### src/rtl/fifo_wr_arbiter.sv
// fifo_wr_arbiter: round-robin burst arbiter sharing one FIFO write port among NUM_REQ requesters
module fifo_wr_arbiter #(
  parameter int DATA_WIDTH = 8,
  parameter int NUM_REQ    = 4,
  parameter int MAX_BURST  = 4,
  parameter int CNT_W      = 3,
  parameter int ID_W       = 2
) (
  input  logic                          clk,
  input  logic                          rst,
  input  logic [NUM_REQ-1:0]            req_valid,
  input  logic [NUM_REQ*DATA_WIDTH-1:0] req_data,
  output logic [NUM_REQ-1:0]            req_ready,
  input  logic                          fifo_full,
  output logic                          wr_en,
  output logic [DATA_WIDTH-1:0]         buff_in,
  output logic [NUM_REQ-1:0]            gnt,
  output logic [CNT_W-1:0]              burst_cnt
);
  typedef enum logic {IDLE, BURST} state_t;
  state_t state_q, state_d;
  logic [NUM_REQ-1:0] gnt_q, gnt_d;
  logic [ID_W-1:0] owner_q, owner_d, rr_ptr_q, rr_ptr_d, pick, next_ptr;
  logic [CNT_W-1:0] burst_cnt_q, burst_cnt_d;
  logic any_req, busy, owner_valid, xfer, last_beat;
  always_comb begin
    any_req = 1'b0;
    pick = '0;
    for (int k = NUM_REQ - 1; k >= 0; k--)
      if (req_valid[(int'(rr_ptr_q) + k) % NUM_REQ]) begin
        any_req = 1'b1;
        pick = ID_W'((int'(rr_ptr_q) + k) % NUM_REQ);
      end
  end
  assign busy        = rst && state_q == BURST;
  assign owner_valid = req_valid[owner_q];
  assign xfer        = busy && owner_valid && !fifo_full;
  assign last_beat   = burst_cnt_q == CNT_W'(MAX_BURST - 1);
  assign next_ptr    = owner_q == ID_W'(NUM_REQ - 1) ? '0 : owner_q + ID_W'(1);
  assign req_ready   = busy && !fifo_full ? gnt_q : '0;
  assign wr_en       = xfer;
  assign buff_in     = req_data[owner_q*DATA_WIDTH +: DATA_WIDTH];
  assign gnt         = gnt_q;
  assign burst_cnt   = burst_cnt_q;
  always_comb begin
    state_d = state_q;
    gnt_d = gnt_q;
    owner_d = owner_q;
    rr_ptr_d = rr_ptr_q;
    burst_cnt_d = burst_cnt_q;
    if (state_q == IDLE) begin
      if (any_req) begin
        state_d = BURST;
        gnt_d = NUM_REQ'(1) << pick;
        owner_d = pick;
        burst_cnt_d = '0;
      end
    end else if (!owner_valid || (xfer && last_beat)) begin
      state_d = IDLE;
      gnt_d = '0;
      rr_ptr_d = next_ptr;
      burst_cnt_d = '0;
    end else if (xfer) begin
      burst_cnt_d = burst_cnt_q + CNT_W'(1);
    end
  end
  always_ff @(posedge clk) begin
    if (!rst) begin
      state_q <= IDLE;
      gnt_q <= '0;
      owner_q <= '0;
      rr_ptr_q <= '0;
      burst_cnt_q <= '0;
    end else begin
      state_q <= state_d;
      gnt_q <= gnt_d;
      owner_q <= owner_d;
      rr_ptr_q <= rr_ptr_d;
      burst_cnt_q <= burst_cnt_d;
    end
  end
endmodule
### config.mk
export PLATFORM = sky130hd
export DESIGN_NAME = fifo_wr_arbiter
export DESIGN_NICKNAME = d
export VERILOG_FILES = /design/src/rtl/fifo_wr_arbiter.sv
export SDC_FILE = /design/constraint.sdc
export NUM_CORES = 1
export LEC_CHECK = 0
export ABC_AREA = 1
export BUFFER_PORTS_ARGS = -buffer_cell sky130_fd_sc_hd__buf_2
export CELL_PAD_IN_SITES_DETAIL_PLACEMENT = 0
export CELL_PAD_IN_SITES_GLOBAL_PLACEMENT = 1
export CORE_MARGIN = 2
export CORE_UTILIZATION = 32
export CTS_BUF_LIST = sky130_fd_sc_hd__clkbuf_8
export CTS_CLUSTER_SIZE = 12
export DETAILED_ROUTE_END_ITERATION = 8
export HOLD_SLACK_MARGIN = 0.02
export PLACE_DENSITY = 0.95
export SLEW_MARGIN = 10
export SYNTH_ARGS = -nofsm -noshare
export SYNTH_HDL_FRONTEND = slang
export SYNTH_SLANG_ARGS = --single-unit
export TNS_END_PERCENT = 10
### constraint.sdc
create_clock -name clk -period 3.3 [get_ports clk]
set_input_delay 0 -clock clk [delete_from_list [all_inputs] [get_ports clk]]
set_output_delay 0 -clock clk [all_outputs]
set_load 0.01 [all_outputs]
==> results.md, run 1 <==
* Hold Crit Start: rst
* Num CTS Buffers at 3
* EDFF count, synth at 0
* Post-Syn Area at 1110 sq um
* # setup viols final at 0
* IO Pins at between 50 and 60
* CP Class: flop to output pin
* Simple-Gate Fraction of Synth Area at 0.405
* Routed vias/inst at 4.64
* Vias at around 1.3k
* Async S/R FF share, synth at 0
* Worst slew pin tran at roughly 650 ps
* Req. time, crit path at between 3000 and 4000 ps
* Worst path max stage delay at 730 ps
* Status: completed
* Residual DRC count at 0
* Dpl cell area at 1420 sq um
* Final period utilization at 0.563
* Crit-path slowest cell: dfxtp_1
* Setup crit end kind: output pin
* Yosys reg bits at 12
* Most common cell after layout, fill and taps aside: buf_2
* Antenna violations before repair at 0
* Worst hold slack at 87.1 ps
* Nets at approximately 280
* RSZ-0062 raised after global routing: no
* Synth Area in Compound Gates at 0.225
* Worst VDD drop at around 380 uV
* Area delta synth->final at 32.9%
* GRT Overall Usage at 0.153
* Worst-path clk slew at about 50 ps
* Crit path max fanout at 24
* CTS H-tree depth at 1
* Setup WS pre-CTS at 1470 ps
* Max_cap viols at 0
* First-pass GRT wire length at 5100 um
* Relative slew slack at 0.565
* Largest net degree at the start of global routing at 25
* R2R depth at 7
* Initial DRC count at 39
* Largest family of logic cells by synthesized area: simple AND/OR/NAND/NOR gates
* Cells after synthesis at around 180
* CTS tree: yes
* Vias in the first global route at 1,249
* Grt ovf at 0
* Worst r2r src: owner_q[0]
* ANT nets after route at 0
* Drt pass-1 iters at 4
* Final WL at 2790 um
* Share of cells above drive strength 1 at 0.339
* Post-synthesis mux area share at 0
* Fin worst setup slack at 1440 ps
* Worst R2R Setup Slack at around 1500 ps
* Yosys cell types at 25
* PwrDens at around 760 nW/um^2
* CTS Hold Bufs at 0
* Clk_skew at 0.736 ps
* Syn nets at around 230
* Post-route setup TNS at 0 ps
* Final Instance Count excl. Fillers at 285
* Die Ht at 62.8 um
* FMAX at around 540 MHz
* R2r endpoint: burst_cnt[1]
* Synth Flop Type: dfxtp_1
* Synth Area in XOR/XNOR at 0
* Leakage Power at 0.000757 uW
* Initial cell density of the core at 0.332
* Clk_lat worst skew at 240 ps
* Die width at 62.8 um
* Post-layout min period at around 1900 ps
* Sequential share of the synthesized area at 0.217
* Post-CTS sizing at 0
* Most frequent cells in the layout: buf_2, nor2_1, nand2_1, o21ai_0, inv_1
* Clock buffer depth at 2
* Synthesized area per cell at 6.05 sq um
* Setup Buffers After CTS at 0
* Row count at 21
* Dpl cells at ~280
* Endpoint of the worst setup timing path: buff_in[1]
* Diodes inserted at 0
* Adder-cell area share of the yosys netlist at 0.0339
* Clk root buf: clkbuf_8
* Die Area at approximately 3900 sq um
* HP Class: primary input to flop
* Input/output buffers at 58
* CP Cell Sequence: inv_1 -> o21ai_0 -> o22ai_1 -> buf_2
* Core area at 3340 sq um
* Worst setup startpoint: owner_q[0]
* Post-DP HPWL at roughly 2300 um
* Worst setup SP type: flop
* Critical Path AT at 1860 ps
* Post-DR wirelength/cell at 9.77 um
* Final Max Slew Viols at 0
* Post-Layout Inst Area at 1470 sq um
* Sink Count at 12
* Routability congestion estimate at 0.799
* Yosys warning total at 0
* Final hold violations at 0
==> per-stage QoR <==
| stage | power (uW) | utilization |
|---|---|---|
| 3_3_place_gp | 964 | 0.424 |
| 2_1_floorplan | 786 | - |
| 5_1_grt | 1250 | 0.441 |
| 6_report | 1120 | 0.441 |
| 3_5_place_dp | 965 | 0.424 |
| 4_1_cts | 1130 | 0.441 |
==> area by class of cell <==
| type | instances | area [sq um] |
|---|---|---|
| Inverter | 23 | 93.8 |
| Multi-Input combinational cell | 142 | 734 |
| Clock buffer | 4 | 55.1 |
| Timing Repair Buffer | 58 | 290 |
| Sequential cell | 12 | 240 |
| Tap cell | 46 | 57.6 |
| Fill cell | 381 | 1870 |
==> metal layers <==
layer	vias to the layer above	track usage	wire length [um]
li1	711	-	-
met1	579	0.192	1290
met2	27	0.266	1360
met3	4	0.0252	108
met4	0	0.0500	25
met5	-	0	0
==> kinds of logic (layout without fill, tap and decap cells) <==
kind of cell | after synthesis | count (layout)
buf+inv | 29 | 85
fa+ha+maj | 3 | 3
flops | 12 | 12
compound gates | 47 | 47
simple gates | 92 | 92
==> state kept, by name (all words and copies together), names as in the netlist <==
name       cells
burst_cnt      3
gnt            4
owner_q        2
rr_ptr_q       2
state_q        1
==> how the worst min path moves through the flow <==
stage	end	slack [ps]	cells after the start
3_3_place_gp	rr_ptr_q[0]	340	3
4_1_cts	burst_cnt[2]	80	3
3_5_place_dp	burst_cnt[2]	340	3
6_report	rr_ptr_q[0]	90	3
5_1_grt	owner_q[1]	120	3
2_1_floorplan	buff_in[0]	180	2
==> worst max-delay path: cells and delay by family (launching register included) <==
family	cells	cell delay [ps]
AO/OA/AOI/OAI	2	340
buffers and inverters	2	530
flip-flops	1	730
==> power by group <==
part | switching [uW] | total, uW | leakage (uW) | internal, uW
Sequential | 80.3 | 274 | 0.0000988 | 194
Clock | 55.7 | 161 | 0.0000288 | 105
Combinational | 418 | 684 | 0.000629 | 266
==> synth_stat cells (2+ instances only) <==
cell / number / share of area
nand2_2: 8 / 0.045
a21oi_1: 12 / 0.054
nand4_1: 4 / 0.023
inv_1: 19 / 0.064
nand3_1: 9 / 0.041
and2_1: 2 / 0.011
nand2_1: 29 / 0.098
nand2_4: 4 / 0.041
o21ai_0: 25 / 0.11
buf_6: 2 / 0.020
clkbuf_1: 3 / 0.010
nor2_1: 33 / 0.11
o22ai_1: 8 / 0.045
ha_1: 3 / 0.034
dfxtp_1: 12 / 0.22
(Power assumes the default switching activity.)
==> inputs of run 2 (changes only) <==
--- a/config.mk
+++ b/config.mk
@@ -10,12 +10,12 @@
 export CELL_PAD_IN_SITES_DETAIL_PLACEMENT = 0
 export CELL_PAD_IN_SITES_GLOBAL_PLACEMENT = 1
 export CORE_MARGIN = 2
-export CORE_UTILIZATION = 32
+export CORE_UTILIZATION = 27
 export CTS_BUF_LIST = sky130_fd_sc_hd__clkbuf_8
 export CTS_CLUSTER_SIZE = 12
 export DETAILED_ROUTE_END_ITERATION = 8
 export HOLD_SLACK_MARGIN = 0.02
-export PLACE_DENSITY = 0.95
+export PLACE_DENSITY = 0.88
 export SLEW_MARGIN = 10
 export SYNTH_ARGS = -nofsm -noshare
 export SYNTH_HDL_FRONTEND = slang
==> constraint.sdc (replaced) <==
create_clock -name clk -period 1.6 [get_ports clk]
set_input_delay 0 -clock clk [delete_from_list [all_inputs] [get_ports clk]]
set_output_delay 0 -clock clk [all_outputs]
set_load 0.01 [all_outputs]
==> results.md, run 2 (synthesized netlist as in run 1, its figures left out) <==
* Final hold violations at 0 (unchanged)
* Max_cap viols at 0 (unchanged)
* ANT nets after route at 0 (unchanged)
* Sink Count at 12 (unchanged)
* Met2 Use GR at 0.248 (-0.0186)
* First-pass GRT wire length at 4990 um (-2.2%)
* Crit path max fanout at 15 (-38%)
* GRT Overall Usage at 0.136 (-0.0175)
* Crit-path slowest cell: dfxtp_1
* Routability congestion estimate at 0.805 (+0.75%)
* Grt ovf at 0 (unchanged)
* Post-DP HPWL at 2440 um (+8.1%)
* Post-DR wirelength/cell at 10.4 um (+6.6%)
* Residual DRC count at 0 (unchanged)
* CTS tree: yes
* Post-route setup TNS at 0 ps (unchanged)
* FMAX at a little under 700 MHz
* Most common cell after layout, fill and taps aside: buf_2
* Antenna violations before repair at 0 (unchanged)
* CTS H-tree depth at 1 (unchanged)
* Relative slew slack at 0.745 (+0.179)
* Post-layout min period at 1480 ps
* Final period utilization at 0.928
* CP Class: flop to output pin
* Area delta synth->final at 37.5%
* GR Util met3 at 0.0164 (-0.00878)
* Diodes inserted at 0 (unchanged)
* Crit path buf inv count at 3 (+1)
* Die Area at 4630 sq um (+17%)
* Worst setup SP type: flop
* Setup Buffers After CTS at 0 (unchanged)
* Critical Path AT at 1480 ps (-380 ps)
* Routed vias/inst at 4.65 (+0.31%)
* GR Util met1 at 0.166 (-0.0268)
* Worst path max stage delay at 400 ps (-330 ps)
* CP Cell Sequence: buf_4 -> clkinvlp_4 -> nor2_1 -> o22ai_1 -> buf_2
* Row count at 23 (+9.5%)
* Worst-path clk slew at 50 ps (about the same)
* Die Ht at 68.0 um (+8.3%)
* Drt pass-1 iters at 4 (unchanged)
* Die width at 68.0 um (+8.3%)
* Initial cell density of the core at 0.279 (-0.0530)
* Nets at 288 (+2.1%)
* Vias at 1,367 (+3.5%)
* PwrDens at 1570 nW/um^2 (+110%)
* Pwr Total at 2390 uW (+110%)
* Status: completed
* Top Usage Layer GRT: met2
* Clk_skew at 1.54 ps (+0.802 ps)
* # setup viols final at 0 (unchanged)
* Clk_lat worst skew at 240 ps (about the same)
* Worst slew pin tran at 379 ps (-272 ps)
* Core area at 3970 sq um (+19%)
* Setup crit end kind: output pin
* IO Pins at 59 (unchanged)
* Most frequent cells in the layout: buf_2, nor2_1, nand2_1, o21ai_0, inv_1
* HP Class: primary input to flop
* Leakage Power at 0.000774 uW (+2.2%)
* Clk root buf: clkbuf_8
* Final Max Slew Viols at 0 (unchanged)
* Req. time, crit path at 1600 ps (-1700 ps)
* Initial DRC count at 58 (+49%)
* Final WL at 3060 um (+9.9%)
* Worst path top cell family by delay: buffers and inverters
* Clock buffer depth at 2 (unchanged)
* Num CTS Buffers at 3 (unchanged)
* Worst VDD drop at 549 uV (+43%)
* RSZ-0062 raised after global routing: yes
* Largest net degree at the start of global routing at 17 (-32%)
* Max FFs per register at 4 (unchanged)
* Share of cells above drive strength 1 at 0.381 (+0.0422)
* Input/output buffers at 58 (unchanged)
* Vias in the first global route at 1,213 (-2.9%)
-- run 2: cell types whose count changed in the layout (fill, tap and decap cells not counted) --
cell | previous run | this run
inv_1 | 19 | 17
dfxtp_1 | 12 | 9
nand2_2 | 8 | 9
dfxtp_4 | 0 | 1
nand2_1 | 29 | 28
dfxtp_2 | 0 | 2
and2_1 | 2 | 1
and2_4 | 0 | 1
clkbuf_8 | 4 | 3
buf_4 | 0 | 5
clkinvlp_4 | 0 | 2
inv_2 | 1 | 2
-- run 2: metrics by stage --
| stage | instance area [sq um] | hold slack [ps] | cells | setup slack [ps] | util |
|---|---|---|---|---|---|
| floorplan | 1110 | 183 | 183 | 144 | - |
| global placement | 1460 | 336 | 290 | 19.7 | 0.367 |
| detailed placement | 1460 | 337 | 290 | 15.4 | 0.367 |
| CTS | 1500 | 84.2 | 293 | 2.90 | 0.378 |
| global route | 1520 | 108 | 294 | -41.9 | 0.383 |
| finish | 1520 | 87.2 | 294 | 116 | 0.383 |
-- run 2: cell type report --
type	count	area, sq um
fill	449	2450
multi-input combinational	142	739
timing repair buffer	63	328
sequential	12	246
inverter	23	97.6
tap	50	62.6
clock buffer	3	41.3
timing repair inverter	1	7.51
-- run 2: path summary, 6_finish.rpt --
kind,from,cells after the start,endpoint,slack (ps)
max reg2reg,owner_q[1],9,burst_cnt[1],140
min reg2reg,gnt[1],2,gnt[1],480
min,rst,3,burst_cnt[2],90
max,owner_q[0],5,buff_in[3],120
-- run 2: where the power goes --
group	switching, uW	total (uW)	internal (uW)	leakage (uW)
registers	111	520	409	0.000100
clock network	109	275	166	0.0000216
logic	971	1600	626	0.000652
-- run 2: worst reg2reg max path: cells and delay by family, from the launching register on --
kind            cells  cell delay [ps]
buf+inv             2              190
simple gates        3              300
flops               1              360
compound gates      4              510
-- run 2: repair_timing --
item,in CTS,in global routing
setup endpoints to repair,0,17
gates resized for setup,0,9
hold buffers,0,0
-- run 2: metal layers --
metal / part of all wire / wire, um
met5: 0 / 0
met4: 0.0033 / 10
met3: 0.028 / 85
met2: 0.51 / 1560
met1: 0.46 / 1410
